<file path="config.mk">
export PLATFORM = sky130hd
export DESIGN_NAME = clkdiv_prog
export DESIGN_NICKNAME = d
export VERILOG_FILES = /design/src/rtl/clkdiv_pkg.sv /design/src/rtl/clkdiv_reload_ctrl.sv /design/src/rtl/clkdiv_prog.sv
export SDC_FILE = /design/constraint.sdc
export NUM_CORES = 1
export LEC_CHECK = 0
export CORE_UTILIZATION = 40
export DETAILED_ROUTE_END_ITERATION = 8
export GPL_ROUTABILITY_DRIVEN = 0
export PLACE_DENSITY = 0.65
export SYNTH_ARGS = -nofsm -noshare
export SYNTH_HDL_FRONTEND = slang
export SYNTH_HIERARCHICAL = 1
export SYNTH_SLANG_ARGS = --single-unit
</file>
<file path="constraint.sdc">
create_clock -name clk -period 6.54 [get_ports clk]
set_input_delay 1.308 -clock clk [delete_from_list [all_inputs] [get_ports clk]]
set_output_delay 1.308 -clock clk [all_outputs]
set_load 0.01 [all_outputs]
</file>
<file path="src/rtl/clkdiv_pkg.sv">
// Shared constants and helpers for the programmable clock divider.
package clkdiv_pkg;

    localparam int unsigned CLK_SYS_HZ    = 100_000_000;
    localparam int          CNT_WIDTH_DEF = 32;

    // Half-period terminal count that yields output frequency f from the system clock.
    function automatic int unsigned div_for_hz(input int unsigned f);
        return CLK_SYS_HZ / (2 * f) - 1;
    endfunction

endpackage

</file>
<file path="src/rtl/clkdiv_reload_ctrl.sv">
// Divide-value reload control: shadow register, pending flag and active-value mux.
// The active value only changes on a half-period boundary (tc) while running, or
// immediately while frozen, so the divided output never sees a shortened half-period.
module clkdiv_reload_ctrl
    import clkdiv_pkg::*;
#(
    parameter int          CNT_WIDTH   = CNT_WIDTH_DEF,
    parameter int unsigned DEFAULT_DIV = 1561
) (
    input  logic                 clk,
    input  logic                 reset,
    input  logic                 enable,
    input  logic                 load,
    input  logic                 tc,
    input  logic [CNT_WIDTH-1:0] div_value,
    output logic [CNT_WIDTH-1:0] div_active,
    output logic                 reload_pending,
    output logic                 clear_cnt
);

    localparam logic [CNT_WIDTH-1:0] DEF_DIV = CNT_WIDTH'(DEFAULT_DIV);

    logic [CNT_WIDTH-1:0] shadow_q, shadow_d;
    logic [CNT_WIDTH-1:0] active_q, active_d;
    logic                 pend_q, pend_d;

    // Next-state selection for shadow, active value and pending flag.
    always_comb begin
        shadow_d = shadow_q;
        active_d = active_q;
        pend_d   = pend_q;
        if (!enable) begin
            // Frozen: a load takes effect at once and restarts the half-period.
            if (load) begin
                shadow_d = div_value;
                active_d = div_value;
                pend_d   = 1'b0;
            end
        end else if (tc) begin
            // Boundary: a same-cycle load wins over any older pending value.
            if (load) begin
                shadow_d = div_value;
                active_d = div_value;
            end else if (pend_q) begin
                active_d = shadow_q;
            end
            pend_d = 1'b0;
        end else if (load) begin
            shadow_d = div_value;
            pend_d   = 1'b1;
        end
    end

    // Register state with synchronous reset to the default divide.
    always_ff @(posedge clk) begin
        if (reset) begin
            shadow_q <= DEF_DIV;
            active_q <= DEF_DIV;
            pend_q   <= 1'b0;
        end else begin
            shadow_q <= shadow_d;
            active_q <= active_d;
            pend_q   <= pend_d;
        end
    end

    assign div_active     = active_q;
    assign reload_pending = pend_q;
    assign clear_cnt      = !enable && load;

endmodule

</file>
<file path="src/rtl/clkdiv_prog.sv">
// Runtime-programmable 50%-duty clock divider with rise/fall strobes.
// Half-period is div_active+1 clk cycles; output toggles only at terminal count.
module clkdiv_prog
    import clkdiv_pkg::*;
#(
    parameter int          CNT_WIDTH   = CNT_WIDTH_DEF,
    parameter int unsigned DEFAULT_DIV = div_for_hz(32_000)
) (
    input  logic                 clk,
    input  logic                 reset,
    input  logic                 enable,
    input  logic [CNT_WIDTH-1:0] div_value,
    input  logic                 load,
    output logic                 divided_clk,
    output logic                 tick_rise,
    output logic                 tick_fall,
    output logic                 reload_pending,
    output logic [CNT_WIDTH-1:0] div_active
);

    logic [CNT_WIDTH-1:0] cnt_q, cnt_d;
    logic                 dclk_q, dclk_d;
    logic                 rise_q, rise_d;
    logic                 fall_q, fall_d;
    logic                 tc;
    logic                 clear_cnt;

    // >= rather than == so a stray counter value can never run past the boundary.
    assign tc = enable && (cnt_q >= div_active);

    clkdiv_reload_ctrl #(
        .CNT_WIDTH   (CNT_WIDTH),
        .DEFAULT_DIV (DEFAULT_DIV)
    ) u_reload (
        .clk            (clk),
        .reset          (reset),
        .enable         (enable),
        .load           (load),
        .tc             (tc),
        .div_value      (div_value),
        .div_active     (div_active),
        .reload_pending (reload_pending),
        .clear_cnt      (clear_cnt)
    );

    // Counter, output toggle and strobes all decided from the same tc.
    always_comb begin
        cnt_d  = cnt_q;
        dclk_d = dclk_q;
        rise_d = 1'b0;
        fall_d = 1'b0;
        if (clear_cnt) begin
            cnt_d = '0;
        end else if (tc) begin
            cnt_d  = '0;
            dclk_d = ~dclk_q;
            rise_d = ~dclk_q;
            fall_d = dclk_q;
        end else if (enable) begin
            cnt_d = cnt_q + 1'b1;
        end
    end

    // Register counter, divided clock and strobes; reset overrides everything.
    always_ff @(posedge clk) begin
        if (reset) begin
            cnt_q  <= '0;
            dclk_q <= 1'b0;
            rise_q <= 1'b0;
            fall_q <= 1'b0;
        end else begin
            cnt_q  <= cnt_d;
            dclk_q <= dclk_d;
            rise_q <= rise_d;
            fall_q <= fall_d;
        end
    end

    assign divided_clk = dclk_q;
    assign tick_rise   = rise_q;
    assign tick_fall   = fall_q;

endmodule

</file>
Word-level counts from Yosys, hierarchy flattened
Index checks and enable logic that the tools add are counted.
Operators by class
  reductions and logical operators: 10
  bitwise logic cells: 3
  multiplexer cells: 9
  add/sub/neg operators: 1
  magnitude comparators: 1
  equal/unequal tests: 2
Operators by type and width (number)
  2-to-1 mux 32 bit: 5
  adder 32 x 1 -> 32 bit, second input constant: 1
  >= comparator 32 bit: 1
  OR reduction 3 bit: 2
  2-to-1 mux 1 bit: 4
  AND reduction 2 bit: 2
  nonzero test 2 bit: 2
  inequality test 3 x 2 -> 1 bit, second input constant: 1
  NOT 1 bit: 3
  AND reduction 3 bit: 1
  logical AND 1 bit: 2
  inequality test 2 x 1 -> 1 bit, second input constant: 1
  zero test 1 bit: 1
Word-level totals
  bits of input ports: 36
  bits in registers: 100

Logic depth before layout (Yosys ltp)
  word-level depth: 4
  depth in mapped cells: 14
  depth with buffers taken out: 10

Cells and area by module
Netlist, hierarchy kept.
By module, submodules not included
  clkdiv_reload_ctrl: times used 1, area an instance 2790.2 um2, seq. area each 1301.2 um2, cells each 258
  clkdiv_prog: times used 1, area an instance 2406.1 um2, seq. area each 700.7 um2, cells each 290

Least setup slack after synthesis
Ideal clock, no wire load.
  kind: register to register
  start point: register cnt_q[0]
  end point: register u_reload.active_q[28], in the netlist u_reload/div_active[28]
  cell stages (with the launch flop): 15
  data arrival time: 2.891 ns
  slack: 3.569 ns
  period minus slack after synthesis: 2.971 ns
  path through: dfxtp_1 -> inv_1 -> ha_1 -> nand2b_1 -> a2111o_1 -> a32o_1 -> o41ai_4 -> a21oi_2 -> buf_2 -> nand2b_1 -> buf_2 -> and2_4 -> buf_6 -> buf_6 -> a211oi_2
On the way
  longest elaborated chain between the ends: 4
Ends and longest elaborated chain
  from (decl): RTL line clkdiv_prog.sv:21  | logic [CNT_WIDTH-1:0] cnt_q, cnt_d;
  from (signal assigned): RTL line clkdiv_prog.sv:72  | cnt_q <= cnt_d;
  >= comparator 32 bit (*): RTL line clkdiv_prog.sv:29  | assign tc = enable && (cnt_q >= div_active);
  logical AND 1 bit (*): RTL line clkdiv_prog.sv:29
  via tc: RTL line clkdiv_prog.sv:25  | logic tc;
  inequality test 3 x 2 -> 1 bit (no line) or inequality test 2 x 1 -> 1 bit (tied branches)
  AND reduction 3 bit (no line) (*)
  to (signal assigned): RTL line clkdiv_reload_ctrl.sv:62  | active_q <= active_d;
  to (decl): RTL line clkdiv_reload_ctrl.sv:24  | logic [CNT_WIDTH-1:0] active_q, active_d;
Mark *: on every way through the listed nets, which the timed path passes. The rest lies on a longest branch.
A chain may end at the register's enable or synchronous reset.

Final worst setup path
  start point: input port enable
  end point: register cnt_q[27]
On the way
  longest elaborated chain between the ends: 3
Ends and longest elaborated chain
  from (decl): RTL line clkdiv_prog.sv:11  | input logic enable,
  zero test 1 bit: RTL line clkdiv_reload_ctrl.sv:69  | assign clear_cnt = !enable && load;
  logical AND 1 bit: RTL line clkdiv_reload_ctrl.sv:69
  OR reduction 3 bit (no line)
Parallel ways exist; a longest one is shown, timed or not.

==> flow_summary.json <==
{
  "start_kind": "input port",
  "row_count": 41,
  "r2r_end": "u_reload/div_active[31]",
  "status": "finished, final reports clean",
  "start_util_pct": 41.2,
  "grt-ovfl-total": 0,
  "cts.path.max_buffers": 2,
  "dp_hpwl_um": 8260,
  "drive_above_1_share_pct": 8.77,
  "crit_family": "simple AND/OR/NAND/NOR gates",
  "grt_usage_pct": 18.1,
  "yosysTopAreaCellShare_pct": 38.5,
  "postCtsHoldBufs": 0,
  "crit_buf_inv": 1,
  "drtIter0Drc": 177,
  "r2r_slack_ns": 3.26,
  "holdCritPathClass": "reg -> reg",
  "relSlewSlack_pct": 28.8,
  "root_buffer": "clkbuf_16",
  "io_pins": 72,
  "tightest_slew_ns": 1.07,
  "vias": 4038,
  "crit_end": "cnt_q[27]",
  "power_density_nw_per_um2": 221,
  "wl_met3_um": 403,
  "period_minus_slack_ns": 3.49,
  "finalCritPeriodShare_pct": 53.4,
  "worst-path-stages": 7,
  "max_stage_delay_ns": 0.74,
  "syn_area_um2": 5200,
  "postCtsSetupBuffers": 0,
  "endpoint_kind": "flop",
  "syn_to_final_growth_pct": 19.9,
  "yosysTopAreaCell": "dfxtp_1",
  "max_clock_freq_ghz": 0.286,
  "cts_resized": 0,
  "vias_per_cell": 5.20,
  "portBuffers": 71,
  "worstPathCellList": "clkdlybuf4s50_1 > and4_4 > and4_1 > or4b_1 > nor3_4 > xnor2_1 > nor3_2",
  "finalSetupViolations": 0,
  "cp_max_fo": 12,
  "hold_viol_final": 0,
  "ys_seq_area_share_pct": 38.5,
  "ir_drop_v": 0.000105,
  "synth_edf_count": 0,
  "final.setup.tns_ns": 0,
  "post-route-util_pct": 49.4,
  "antenna_found_initial": 0,
  "synthArstFlopShare_pct": 0,
  "synth.distinct_cells": 50,
  "grt_pass1_vias": 3816,
  "wl_per_cell_um": 15.1,
  "cp_slowest_cell": "clkdlybuf4s50_1",
  "worstSetupStartpoint": "enable",
  "p_leak_nw": 2.55,
  "coreArea_um2": 12600,
  "syn_inst": 548,
  "crit_arrival_ns": 3.70,
  "yosys-top-cells-area": "dfxtp_1 39%, mux2i_1 11%, ha_1 7.9%",
  "power_mw": 1.38,
  "r2r-start": "u_reload/div_active[27]",
  "die_h_um": 116,
  "wl_met1_um": 6030,
  "grt_pass1_wl_um": 19200,
  "top_layer_used": "met4",
  "clock_skew_ns": 0.00748,
  "cts_tree": "yes",
  "nFillCells": 1205,
  "reg2regPathDepth": 10,
  "syn_nets": 617,
  "wl_met2_um": 5080,
  "drt-total-wl_um": 11700,
  "antenna_cells": 0,
  "drt_first_pass_iters": 4,
  "die_area_um2": 13500,
  "grt_max_degree": 71,
  "drtAntennaViolNets": 0,
  "cts.reportedPaths.clkPinSlew_ns": 0.06,
  "cts_max_level": 3,
  "die_w_um": 116,
  "dominantRegCellSynth": "dfxtp_1",
  "cts_made_buffers": 9,
  "clk_latency_ns": 0.35,
  "cts.sinks": 100,
  "final_nets": 669,
  "drc_errors": 0,
  "ys_ff_latch": 100,
  "drv_cap": 0,
  "rsz0062_at_grt": "no",
  "crit_required_ns": 6.75,
  "postSynthAreaPerCell_um2": 9.48,
  "yosysWarnings": 6,
  "path_class": "in -> reg",
  "slew_violations": 0
}
## logic make-up (layout without fill, tap and decap cells)
logic type               Yosys count  after routing  synth area share, %
multiplexers                      59             59                 11.4
flip-flops                       100            100                 38.5
buffers and inverters             72            128                 6.69
AND/OR/NAND/NOR                  155            155                 15.7
AO/OA/AOI/OAI                    100            100                 14.9
adder cells (fa/ha/maj)           33             33                 7.95
XOR/XNOR                          29             29                 4.89
## worst min path at each step
| stage | to | depth (start not counted) | slack (ns) | startpoint |
|---|---|---|---|---|
| 4_1_cts | tick_rise | 1 | 0.49 | divided_clk |
| 2_1_floorplan | u_reload/shadow_q[11] | 2 | 0.46 | u_reload/shadow_q[11] |
| 3_3_place_gp | tick_rise | 1 | 0.46 | divided_clk |
| 3_5_place_dp | u_reload/shadow_q[28] | 2 | 0.48 | u_reload/shadow_q[28] |
| 5_1_grt | tick_rise | 1 | 0.52 | divided_clk |
| 6_report | tick_rise | 1 | 0.49 | divided_clk |
## worst register-to-register path: stages, from the launching register on
cell and delay, ns:
dfxtp_1 0.38, inv_1 0.07, ha_1 0.30, nand4_1 0.15
nor4_1 0.64, o41ai_4 0.28, a21oi_2 0.21, nand2b_1 0.13
buf_4 0.35, and2_4 0.49, a211oi_1 0.14
## layout make-up
cell class / instances / area, um^2 / share of cell area [%]
well taps: 172 / 215 / 3.45
multi-input cells: 376 / 2850 / 45.7
repair buffers: 75 / 731 / 11.7
inverters: 38 / 143 / 2.29
clock inverters: 6 / 66.3 / 1.06
clock buffers: 9 / 225 / 3.61
flip-flops and latches: 100 / 2000 / 32.1
## synthesized netlist by cell type, drive strengths merged, types with 2 or more instances
| library cell | count |
|---|---|
| and2 | 3 |
| xnor2 | 18 |
| a211oi | 32 |
| buf | 22 |
| and4 | 7 |
| a211o | 6 |
| nand2 | 21 |
| a21o | 4 |
| nor2b | 6 |
| nor3 | 34 |
| o21ai | 3 |
| and3 | 5 |
| nand4 | 12 |
| nand2b | 4 |
| a32o | 2 |
| mux2i | 59 |
| dfxtp | 100 |
| nor4 | 2 |
| nand3 | 13 |
| nor2 | 42 |
| ha | 33 |
| a21oi | 46 |
| inv | 38 |
| xor2 | 11 |
| clkbuf | 12 |
## placed cells by master (no fill, tap or decap), drive strengths merged, types with 2 or more instances in the layout
master,synthesis,routed
a211o,6,6
a211oi,32,32
a21o,4,4
a21oi,46,46
a32o,2,2
and2,3,3
and3,5,5
and4,7,7
buf,22,6
clkbuf,12,9
clkdlybuf4s50,0,69
clkinv,0,2
clkinvlp,0,3
dfxtp,100,100
ha,33,33
inv,38,38
mux2i,59,59
nand2,21,21
nand2b,4,4
nand3,13,13
nand4,12,12
nor2,42,42
nor2b,6,6
nor3,34,34
nor4,2,2
o21ai,3,3
xnor2,18,18
xor2,11,11
## layer usage
layer | global-route usage, % | vias to the layer above
met5 | 0 | -
met4 | 7.26 | 0
met3 | 2.30 | 14
met2 | 26.4 | 87
met1 | 26.9 | 1890
li1 | - | 2047
## power by group
part           switching, mW  total, mW  internal, mW
logic                 0.0984      0.192        0.0938
registers             0.0219      0.659         0.637
clock network          0.232      0.526         0.294
total                  0.352       1.38          1.02
## flip-flops by register name, indices dropped and copies added, names as in the netlist
| signal | flops |
|---|---|
| tick_fall | 1 |
| u_reload/reload_pending | 1 |
| u_reload/div_active | 32 |
| u_reload/shadow_q | 32 |
| tick_rise | 1 |
| cnt_q | 32 |
| divided_clk | 1 |
## metrics by stage
step           std cells  instance area [um^2]  worst slack [ns]  hold slack [ns]
3_3_place_gp         761                  5940              2.76            0.456
3_5_place_dp         761                  5940              2.71            0.480
4_1_cts              776                  6230              3.07            0.493
5_1_grt              776                  6230              2.94            0.520
6_report             776                  6230              3.05            0.490
2_1_floorplan        548                  5200              3.57            0.460
No activity file was read; power rests on OpenSTA's default activity.
